<file path="src/rtl/mem_access_unit_if.sv">
// Memory-port bundle between the load/store sequencer (master) and the memory (slave).
interface mem_access_unit_if #(
    parameter int DATA_WIDTH = 16,
    parameter int ADDR_WIDTH = 16
);
    localparam int LANES = DATA_WIDTH / 8;

    logic [ADDR_WIDTH-1:0] mem_address;
    logic [DATA_WIDTH-1:0] mem_wdata;
    logic                  mem_read;
    logic                  mem_write;
    logic [LANES-1:0]      mem_byte_enable;
    logic                  mem_resp;
    logic [DATA_WIDTH-1:0] mem_rdata;

    modport master (
        output mem_address, mem_wdata, mem_read, mem_write, mem_byte_enable,
        input  mem_resp, mem_rdata
    );

    modport slave (
        input  mem_address, mem_wdata, mem_read, mem_write, mem_byte_enable,
        output mem_resp, mem_rdata
    );
endinterface

</file>
<file path="src/rtl/mem_access_unit.sv">
// Load/store sequencer: runs one word/byte, direct/indirect memory transaction per request
// and waits on mem_resp so the control FSM never tracks memory wait states.
module mem_access_unit #(
    parameter int DATA_WIDTH = 16,
    parameter int ADDR_WIDTH = 16
) (
    input  logic                  clk,
    input  logic                  reset,
    input  logic                  start,
    input  logic [1:0]            op,
    input  logic                  indirect,
    input  logic [ADDR_WIDTH-1:0] addr,
    input  logic [DATA_WIDTH-1:0] wdata,
    output logic                  busy,
    output logic                  done,
    output logic [DATA_WIDTH-1:0] rdata,
    mem_access_unit_if.master     mem
);
    localparam int LANES     = DATA_WIDTH / 8;
    localparam int LANE_BITS = $clog2(LANES);

    typedef enum logic [1:0] {IDLE, IND_RD, ACCESS, DONE} state_t;

    state_t state, state_next;

    logic [1:0]            op_q;
    logic [DATA_WIDTH-1:0] wdata_q;
    logic [LANE_BITS-1:0]  lane_q;

    logic                  accept;
    logic                  enter_access;
    logic [ADDR_WIDTH-1:0] target;
    logic [1:0]            target_op;
    logic [DATA_WIDTH-1:0] target_wdata;
    logic [LANE_BITS-1:0]  target_lane;
    logic [LANES-1:0]      lane_onehot;
    logic [7:0]            lane_byte;

    function automatic logic [ADDR_WIDTH-1:0] word_align(input logic [ADDR_WIDTH-1:0] a);
        word_align = {a[ADDR_WIDTH-1:LANE_BITS], {LANE_BITS{1'b0}}};
    endfunction

    always_ff @(posedge clk or posedge reset) begin
        if (reset) state <= IDLE;
        else       state <= state_next;
    end

    always_comb begin
        state_next    = state;
        busy          = 1'b1;
        done          = 1'b0;
        mem.mem_read  = 1'b0;
        mem.mem_write = 1'b0;
        case (state)
            IDLE: begin
                busy = 1'b0;
                if (start) state_next = indirect ? IND_RD : ACCESS;
            end
            IND_RD: begin
                mem.mem_read = 1'b1;
                if (mem.mem_resp) state_next = ACCESS;
            end
            ACCESS: begin
                if (op_q[1]) mem.mem_write = 1'b1;
                else         mem.mem_read  = 1'b1;
                if (mem.mem_resp) state_next = DONE;
            end
            DONE: begin
                done       = 1'b1;
                state_next = IDLE;
            end
            default: state_next = IDLE;
        endcase
    end

    // The access address/op come from the request in IDLE, or from the pointer word in IND_RD.
    always_comb begin
        accept       = (state == IDLE) && start;
        enter_access = (accept && !indirect) || ((state == IND_RD) && mem.mem_resp);
        target       = addr;
        target_op    = op;
        target_wdata = wdata;
        if (state == IND_RD) begin
            target                   = '0;
            target[DATA_WIDTH-1:0]   = mem.mem_rdata;
            target_op                = op_q;
            target_wdata             = wdata_q;
        end
        target_lane = target_op[0] ? target[LANE_BITS-1:0] : '0;
        lane_onehot = '0;
        lane_onehot[target_lane] = 1'b1;
        lane_byte   = mem.mem_rdata[{lane_q, 3'b000} +: 8];
    end

    always_ff @(posedge clk or posedge reset) begin
        if (reset) begin
            op_q                <= '0;
            wdata_q             <= '0;
            lane_q              <= '0;
            rdata               <= '0;
            mem.mem_address     <= '0;
            mem.mem_wdata       <= '0;
            mem.mem_byte_enable <= '0;
        end else begin
            if (accept) begin
                op_q            <= op;
                wdata_q         <= wdata;
                mem.mem_address <= word_align(addr);
            end
            // For a direct request this overrides the pointer address set above with the same value.
            if (enter_access) begin
                lane_q          <= target_lane;
                mem.mem_address <= word_align(target);
                if (target_op[1]) begin
                    mem.mem_wdata       <= target_op[0] ? {LANES{target_wdata[7:0]}} : target_wdata;
                    mem.mem_byte_enable <= target_op[0] ? lane_onehot : '1;
                end else begin
                    mem.mem_byte_enable <= '0;
                end
            end
            if ((state == ACCESS) && mem.mem_resp && !op_q[1]) begin
                rdata <= op_q[0] ? {{(DATA_WIDTH-8){1'b0}}, lane_byte} : mem.mem_rdata;
            end
        end
    end
endmodule
</file>
<file path="src/flat_wrapper.sv">
// flat-port wrapper written by rule: the top's interface ports become plain ports
module mem_access_unit_flat 
#(
    parameter int DATA_WIDTH = 16,
    parameter int ADDR_WIDTH = 16
)
  (clk, reset, start, op, indirect, addr, wdata, busy, done, rdata, mem_mem_address, mem_mem_wdata, mem_mem_read, mem_mem_write, mem_mem_byte_enable, mem_mem_resp, mem_mem_rdata);
  mem_access_unit_if #(.DATA_WIDTH(DATA_WIDTH), .ADDR_WIDTH(ADDR_WIDTH)) mem_i ();
  input  logic clk;
  input  logic reset;
  input  logic start;
  input  logic [1:0] op;
  input  logic indirect;
  input  logic [ADDR_WIDTH-1:0] addr;
  input  logic [DATA_WIDTH-1:0] wdata;
  output logic busy;
  output logic done;
  output logic [DATA_WIDTH-1:0] rdata;
  output wire logic [$bits(mem_i.mem_address)-1:0] mem_mem_address;
  output wire logic [$bits(mem_i.mem_wdata)-1:0] mem_mem_wdata;
  output wire logic [$bits(mem_i.mem_read)-1:0] mem_mem_read;
  output wire logic [$bits(mem_i.mem_write)-1:0] mem_mem_write;
  output wire logic [$bits(mem_i.mem_byte_enable)-1:0] mem_mem_byte_enable;
  input wire logic [$bits(mem_i.mem_resp)-1:0] mem_mem_resp;
  input wire logic [$bits(mem_i.mem_rdata)-1:0] mem_mem_rdata;
  assign mem_mem_address = mem_i.mem_address;
  assign mem_mem_wdata = mem_i.mem_wdata;
  assign mem_mem_read = mem_i.mem_read;
  assign mem_mem_write = mem_i.mem_write;
  assign mem_mem_byte_enable = mem_i.mem_byte_enable;
  assign mem_i.mem_resp = mem_mem_resp;
  assign mem_i.mem_rdata = mem_mem_rdata;
  mem_access_unit #(.DATA_WIDTH(DATA_WIDTH), .ADDR_WIDTH(ADDR_WIDTH)) u_core (.clk(clk), .reset(reset), .start(start), .op(op), .indirect(indirect), .addr(addr), .wdata(wdata), .busy(busy), .done(done), .rdata(rdata), .mem(mem_i));
endmodule
</file>
<file path="config.mk">
export PLATFORM = sky130hd
export DESIGN_NAME = mem_access_unit_flat
export DESIGN_NICKNAME = d
export VERILOG_FILES = /design/src/rtl/mem_access_unit_if.sv /design/src/rtl/mem_access_unit.sv /design/src/flat_wrapper.sv
export SDC_FILE = /design/constraint.sdc
export NUM_CORES = 1
export LEC_CHECK = 0
export ABC_AREA = 1
export CORE_MARGIN = 2
export CORE_UTILIZATION = 51
export CTS_CLUSTER_DIAMETER = 60
export DETAILED_ROUTE_END_ITERATION = 10
export PLACE_DENSITY = 0.86
export SYNTH_ARGS = -nofsm -noshare
export SYNTH_HDL_FRONTEND = slang
export SYNTH_SLANG_ARGS = --single-unit
</file>
<file path="constraint.sdc">
create_clock -name clk -period 3.5 [get_ports clk]
set_input_delay 0.35 -clock clk [delete_from_list [all_inputs] [get_ports clk]]
set_output_delay 0.35 -clock clk [all_outputs]
set_load 0.01 [all_outputs]
</file>
==> flow_summary.json, run 1 <==
{
  "num_io_pins": 109,
  "power.density_nw_per_um2": 842,
  "netlist.area_leader.share": 0.486,
  "grt_antenna_before_repair": 0,
  "placed_area_um2": 4730,
  "numPortBuffers": 107,
  "crit_fanout": 5,
  "grt_util_met2": 0.430,
  "status": "finished clean",
  "worst_pin_slew_ps": 849,
  "ant_nets": 0,
  "drt_iter0_markers": 295,
  "layout_min_cycle_time_ps": 2220,
  "drive_gt1_frac": 0.0776,
  "switching_power_mw": 1.63,
  "cts-htree-levels": 3,
  "cp_data_required_time_ps": 3150,
  "p_sw_frac": 0.391,
  "cts_buffers": 9,
  "use_met3": 0.0434,
  "arrival_ps": 1870,
  "cts-root-buf": "clkbuf_8",
  "finalCoreUtilization": 0.723,
  "viasPerCell": 5.01,
  "vias": 3449,
  "p_int_mw": 2.53,
  "dp_cells": 673,
  "gr-total-overflow": 0,
  "max_freq_mhz": 450,
  "worstSetupPathType": "register to output port",
  "yosys.area.top_type": "dfrtp_1",
  "pwr-share-seq": 0.345,
  "core_area_um2": 6830,
  "skew_ps": 9.17,
  "grt.busiest_layer": "met2",
  "yosysWarnings": 0,
  "ys_seq_area_frac": 0.486,
  "peakVddDrop_v": 0.000541,
  "yosys-top-cells-area": "dfrtp_1 49%, nand2_1 26%, mux2_2 5.0%",
  "grt_start_max_net_pins": 36,
  "start_kind": "register",
  "post_cts_resized": 0,
  "finalNonFillerCells": 689,
  "register_area_um2": 1750,
  "gp_congestion": 0.830,
  "n_fill_cell": 533,
  "syn-instance-count": 484,
  "setup_viol": 0,
  "total_power_mw": 4.16,
  "wl_per_cell_um": 13.7,
  "wirelength_mm": 9.45,
  "use_met1": 0.331,
  "grt_pass1_vias": 3249,
  "final.setup.worst_slack_ps": 1280,
  "rsz0062_at_grt": "false",
  "crit_path_end_kind": "output port",
  "p_clk_frac": 0.170,
  "multi_input_area_um2": 1590,
  "synth_area_um2": 3600,
  "cts_tree": "yes",
  "ys_async_sr_fraction": 1.00,
  "post_cts.repair.setup_buffers": 0,
  "hp-class": "input port to async pin",
  "core.rowCount": 30,
  "clkSinkCount": 70,
  "area_delta_synth_final_pct": 37.1,
  "synth_edf_count": 0,
  "fin_nets": 649,
  "dr.pass1.iters": 5,
  "die_area_um2": 7750,
  "combPwrFrac": 0.485,
  "synthesis.nets": 545,
  "track_usage": 0.255,
  "hold_buffers": 0,
  "yosysMostFrequentCell": "nand2_1",
  "holdWs_ps": 454,
  "slew_headroom": 0.432,
  "start_util": 0.527,
  "path_clk_slew_ps": 70,
  "yosysUniqueCellTypes": 23,
  "stdcell_area_um2": 4940,
  "syn_area_per_cell_um2": 7.45,
  "cap_violations": 0,
  "hpwl_mm": 7.00,
  "leakage_nw": 2.58,
  "slew_violations": 0,
  "ys_top_cells_by_count": "250 x nand2_1, 70 x dfrtp_1, 42 x inv_1",
  "setup_tns_ps": 0,
  "hold_violations": 0,
  "drcViolationCount": 0,
  "clockBufferDepth": 2,
  "insertion_delay_ps": 340,
  "die_x_um": 88.1,
  "synthFlopType": "dfrtp_1",
  "n_antenna_cell": 0,
  "die_h_um": 88.1,
  "ys_seq_elements": 70,
  "grt_pass1_wl_mm": 15.2,
  "timing.final.crit_share": 0.636,
  "dp_slack_ps": 1280
}
-- layout by cell type (no fill, tap or decap), drive strengths merged --
master         instances
mux2                  16
ha                     6
clkdlybuf4s50        107
o21ai                 17
dfrtp                 70
nand2                254
clkinv                 4
nor2                  27
nand3                 11
a21oi                 18
clkbuf                10
buf                    4
conb                   1
inv                   44
o22ai                  1
bufinv                 2
clkinvlp               1
-- routing by layer --
metal  part of all wire  wire [um]
met1               0.44       4150
met2               0.49       4590
met3              0.055        520
met4              0.019        182
met5                  0          0
-- layout make-up --
cell class              count  share of cell area
multi-input cells         351               0.321
repair buffers            111               0.223
flip-flops and latches     70               0.355
clock inverters             6              0.0175
well taps                  96              0.0243
clock buffers              10              0.0258
inverters                  45              0.0342
-- sequential cells by signal, indices dropped and copies added, names as in the netlist --
signal and flops:
u_core.op_q 2, u_core.mem.mem_wdata 16, u_core.lane_q 1, u_core.wdata_q 16
u_core.mem.mem_address 15, u_core.state 2, u_core.rdata 16, u_core.mem.mem_byte_enable 2
-- path summary, 6_finish.rpt --
path	cells after the start	slack (ps)	endpoint	from
worst max register to register	6	1300	u_core.rdata[0]	u_core.state[0]
worst min register to register	2	480	u_core.mem.mem_wdata[15]	u_core.mem.mem_wdata[15]
worst max-delay path	5	1280	mem_mem_read	u_core.state[0]
max in group asynchronous	3	2310	u_core.wdata_q[11]	reset
worst min-delay path	2	450	u_core.mem.mem_address[12]	reset
min in group clk	2	480	u_core.mem.mem_wdata[15]	u_core.mem.mem_wdata[15]
-- critical path, cell delays in order, from the launching register on --
cell,delay (ps)
dfrtp_1,430
inv_1,130
ha_1,240
a21oi_1,100
nor2_1,100
clkdlybuf4s50_1,540
-- cells by family (layout without fill, tap and decap cells) --
kind of cell | after synthesis | count (layout) | synth area share
muxes | 16 | 16 | 0.0500
adders and majority gates | 6 | 6 | 0.0208
and+or+nand+nor | 292 | 292 | 0.316
AOI/OAI and AO/OA | 36 | 36 | 0.0524
DFF | 70 | 70 | 0.486
buffers and inverters | 63 | 172 | 0.0740
other | 1 | 1 | 0.00104
-- power by group through the flow --
stage / clock network (mW) / logic (mW) / registers (mW)
after global placement: 0 / 1.95 / 1.42
after floorplan: 0 / 1.09 / 1.49
after detailed placement: 0 / 2.02 / 1.44
final: 0.706 / 2.02 / 1.43
after global routing: 0.752 / 2.25 / 1.47
after CTS: 0.713 / 2.03 / 1.43
Power figures use the tool's default switching activity.
==> inputs of run 2 (changes only) <==
--- a/config.mk
+++ b/config.mk
@@ -7,10 +7,10 @@
 export LEC_CHECK = 0
 export ABC_AREA = 1
 export CORE_MARGIN = 2
-export CORE_UTILIZATION = 51
+export CORE_UTILIZATION = 43
 export CTS_CLUSTER_DIAMETER = 60
 export DETAILED_ROUTE_END_ITERATION = 10
-export PLACE_DENSITY = 0.86
+export PLACE_DENSITY = 0.77
 export SYNTH_ARGS = -nofsm -noshare
 export SYNTH_HDL_FRONTEND = slang
 export SYNTH_SLANG_ARGS = --single-unit
==> constraint.sdc (replaced) <==
create_clock -name clk -period 1.9 [get_ports clk]
set_input_delay 0.19 -clock clk [delete_from_list [all_inputs] [get_ports clk]]
set_output_delay 0.19 -clock clk [all_outputs]
set_load 0.01 [all_outputs]
==> flow_summary.json, run 2 (synthesis gave the netlist of run 1 again) <==
{
  "status": "finished clean",
  "grt_pass1_vias": 3359,
  "worstRegToRegCells": 10,
  "clockBufferDepth": 2,
  "arrival_ps": 1630,
  "start_kind": "register",
  "slew_violations": 0,
  "track_usage": 0.223,
  "ant_nets": 0,
  "numPortBuffers": 107,
  "num_io_pins": 109,
  "drcViolationCount": 0,
  "vias": 3435,
  "leakage_nw": 2.64,
  "viasPerCell": 4.86,
  "timing.final.crit_share": 0.955,
  "grt_start_max_net_pins": 71,
  "drt_iter0_markers": 193,
  "grt_antenna_before_repair": 0,
  "fin_nets": 659,
  "rsz0062_at_grt": "false",
  "gr-total-overflow": 0,
  "wirelength_mm": 9.69,
  "core_area_um2": 8180,
  "final.setup.worst_slack_ps": 84.8,
  "skew_ps": 11.5,
  "cts_tree": "yes",
  "gp_congestion": 0.859,
  "die_x_um": 95.5,
  "r2r_end": "u_core.mem.mem_wdata[9]",
  "area_delta_synth_final_pct": 39.9,
  "clkSinkCount": 70,
  "worstSetupPathType": "register to output port",
  "hpwl_mm": 7.05,
  "hp-class": "input port to async pin",
  "layout_min_cycle_time_ps": 1820,
  "final_cell_mix": "250 x nand2_1, 105 x clkdlybuf4s50_1, 70 x dfrtp_1",
  "start_util": 0.441,
  "reg.largest.list": "u_core.mem.mem_wdata x16, u_core.rdata x16, u_core.wdata_q x16",
  "max_freq_mhz": 551,
  "n_antenna_cell": 0,
  "cts-htree-levels": 3,
  "cp_data_required_time_ps": 1710,
  "dr.pass1.iters": 5,
  "n_fill_cell": 714,
  "hold_buffers": 0,
  "die_area_um2": 9130,
  "rr_startpoint": "u_core.state[0]",
  "crit_fanout": 4,
  "peakVddDrop_v": 0.000746,
  "core.rowCount": 33,
  "wl_per_cell_um": 13.7,
  "setup_viol": 0,
  "dp_cells": 689,
  "power.density_nw_per_um2": 1530,
  "path_clk_slew_ps": 70,
  "cts_buffers": 9,
  "dp_slack_ps": 161,
  "insertion_delay_ps": 350,
  "die_h_um": 95.5,
  "cts-root-buf": "clkbuf_8",
  "r2r_slack_ps": 210,
  "grt_pass1_wl_mm": 15.7,
  "finalNonFillerCells": 707,
  "crit_path_end_kind": "output port",
  "drive_gt1_frac": 0.0947,
  "final_common_cell": "nand2_1",
  "hold_violations": 0,
  "total_power_mw": 7.73,
  "setup_tns_ps": 0,
  "cap_violations": 0
}
run 2: through the flow:
stage | hold slack, ps | util | instance area [um2]
3_3_place_gp | 462 | 0.588 | 4810
6_report | 279 | 0.617 | 5040
4_1_cts | 294 | 0.615 | 5030
3_5_place_dp | 463 | 0.588 | 4810
5_1_grt | 324 | 0.617 | 5040
2_1_floorplan | 335 | - | 3610
run 2: timing repair:
| action | CTS | global route |
|---|---|---|
| resized for setup | 3 | 5 |
| pin swaps | 1 | 0 |
| setup endpoints to repair | 3 | 11 |
| setup buffers | 3 | 0 |
run 2: per-layer routing:
layer	routed length [um]	vias up	track usage	part of all wire
li1	-	1706	-	-
met1	4140	1571	0.280	0.43
met2	4730	136	0.374	0.49
met3	605	22	0.0372	0.062
met4	212	0	0.105	0.022
met5	0	-	0	0
run 2: worst max path at each step:
stage / startpoint / cells after the start / to / slack (ps)
2_1_floorplan: u_core.state[1] / 7 / u_core.mem.mem_byte_enable[0] / 400
3_3_place_gp: u_core.state[0] / 5 / mem_mem_read / 190
3_5_place_dp: u_core.state[0] / 5 / mem_mem_read / 160
4_1_cts: u_core.state[0] / 5 / mem_mem_write / 30
5_1_grt: u_core.state[1] / 4 / busy / 20
6_report: u_core.state[1] / 4 / busy / 80
run 2: worst max-delay path: stages, from the launching register on:
cell	delay (ps)
dfrtp_1	370
inv_1	100
ha_1	200
inv_1	80
clkdlybuf4s50_1	540
run 2: layout make-up:
class                           instances  area [um2]  share of cell area
Clock buffer                           11         141              0.0280
Timing Repair Buffer                  121        1190               0.236
Clock inverter                          4        47.5             0.00943
Tap cell                              105         131              0.0261
Sequential cell                        70        1750               0.347
Inverter                               45         175              0.0347
Multi-Input combinational cell        351        1610               0.318
run 2: report_power, final:
group / switching (mW) / internal [mW] / total, mW
Combinational: 2.07 / 1.87 / 3.94
Clock: 0.558 / 0.631 / 1.19
Sequential: 0.411 / 2.19 / 2.60
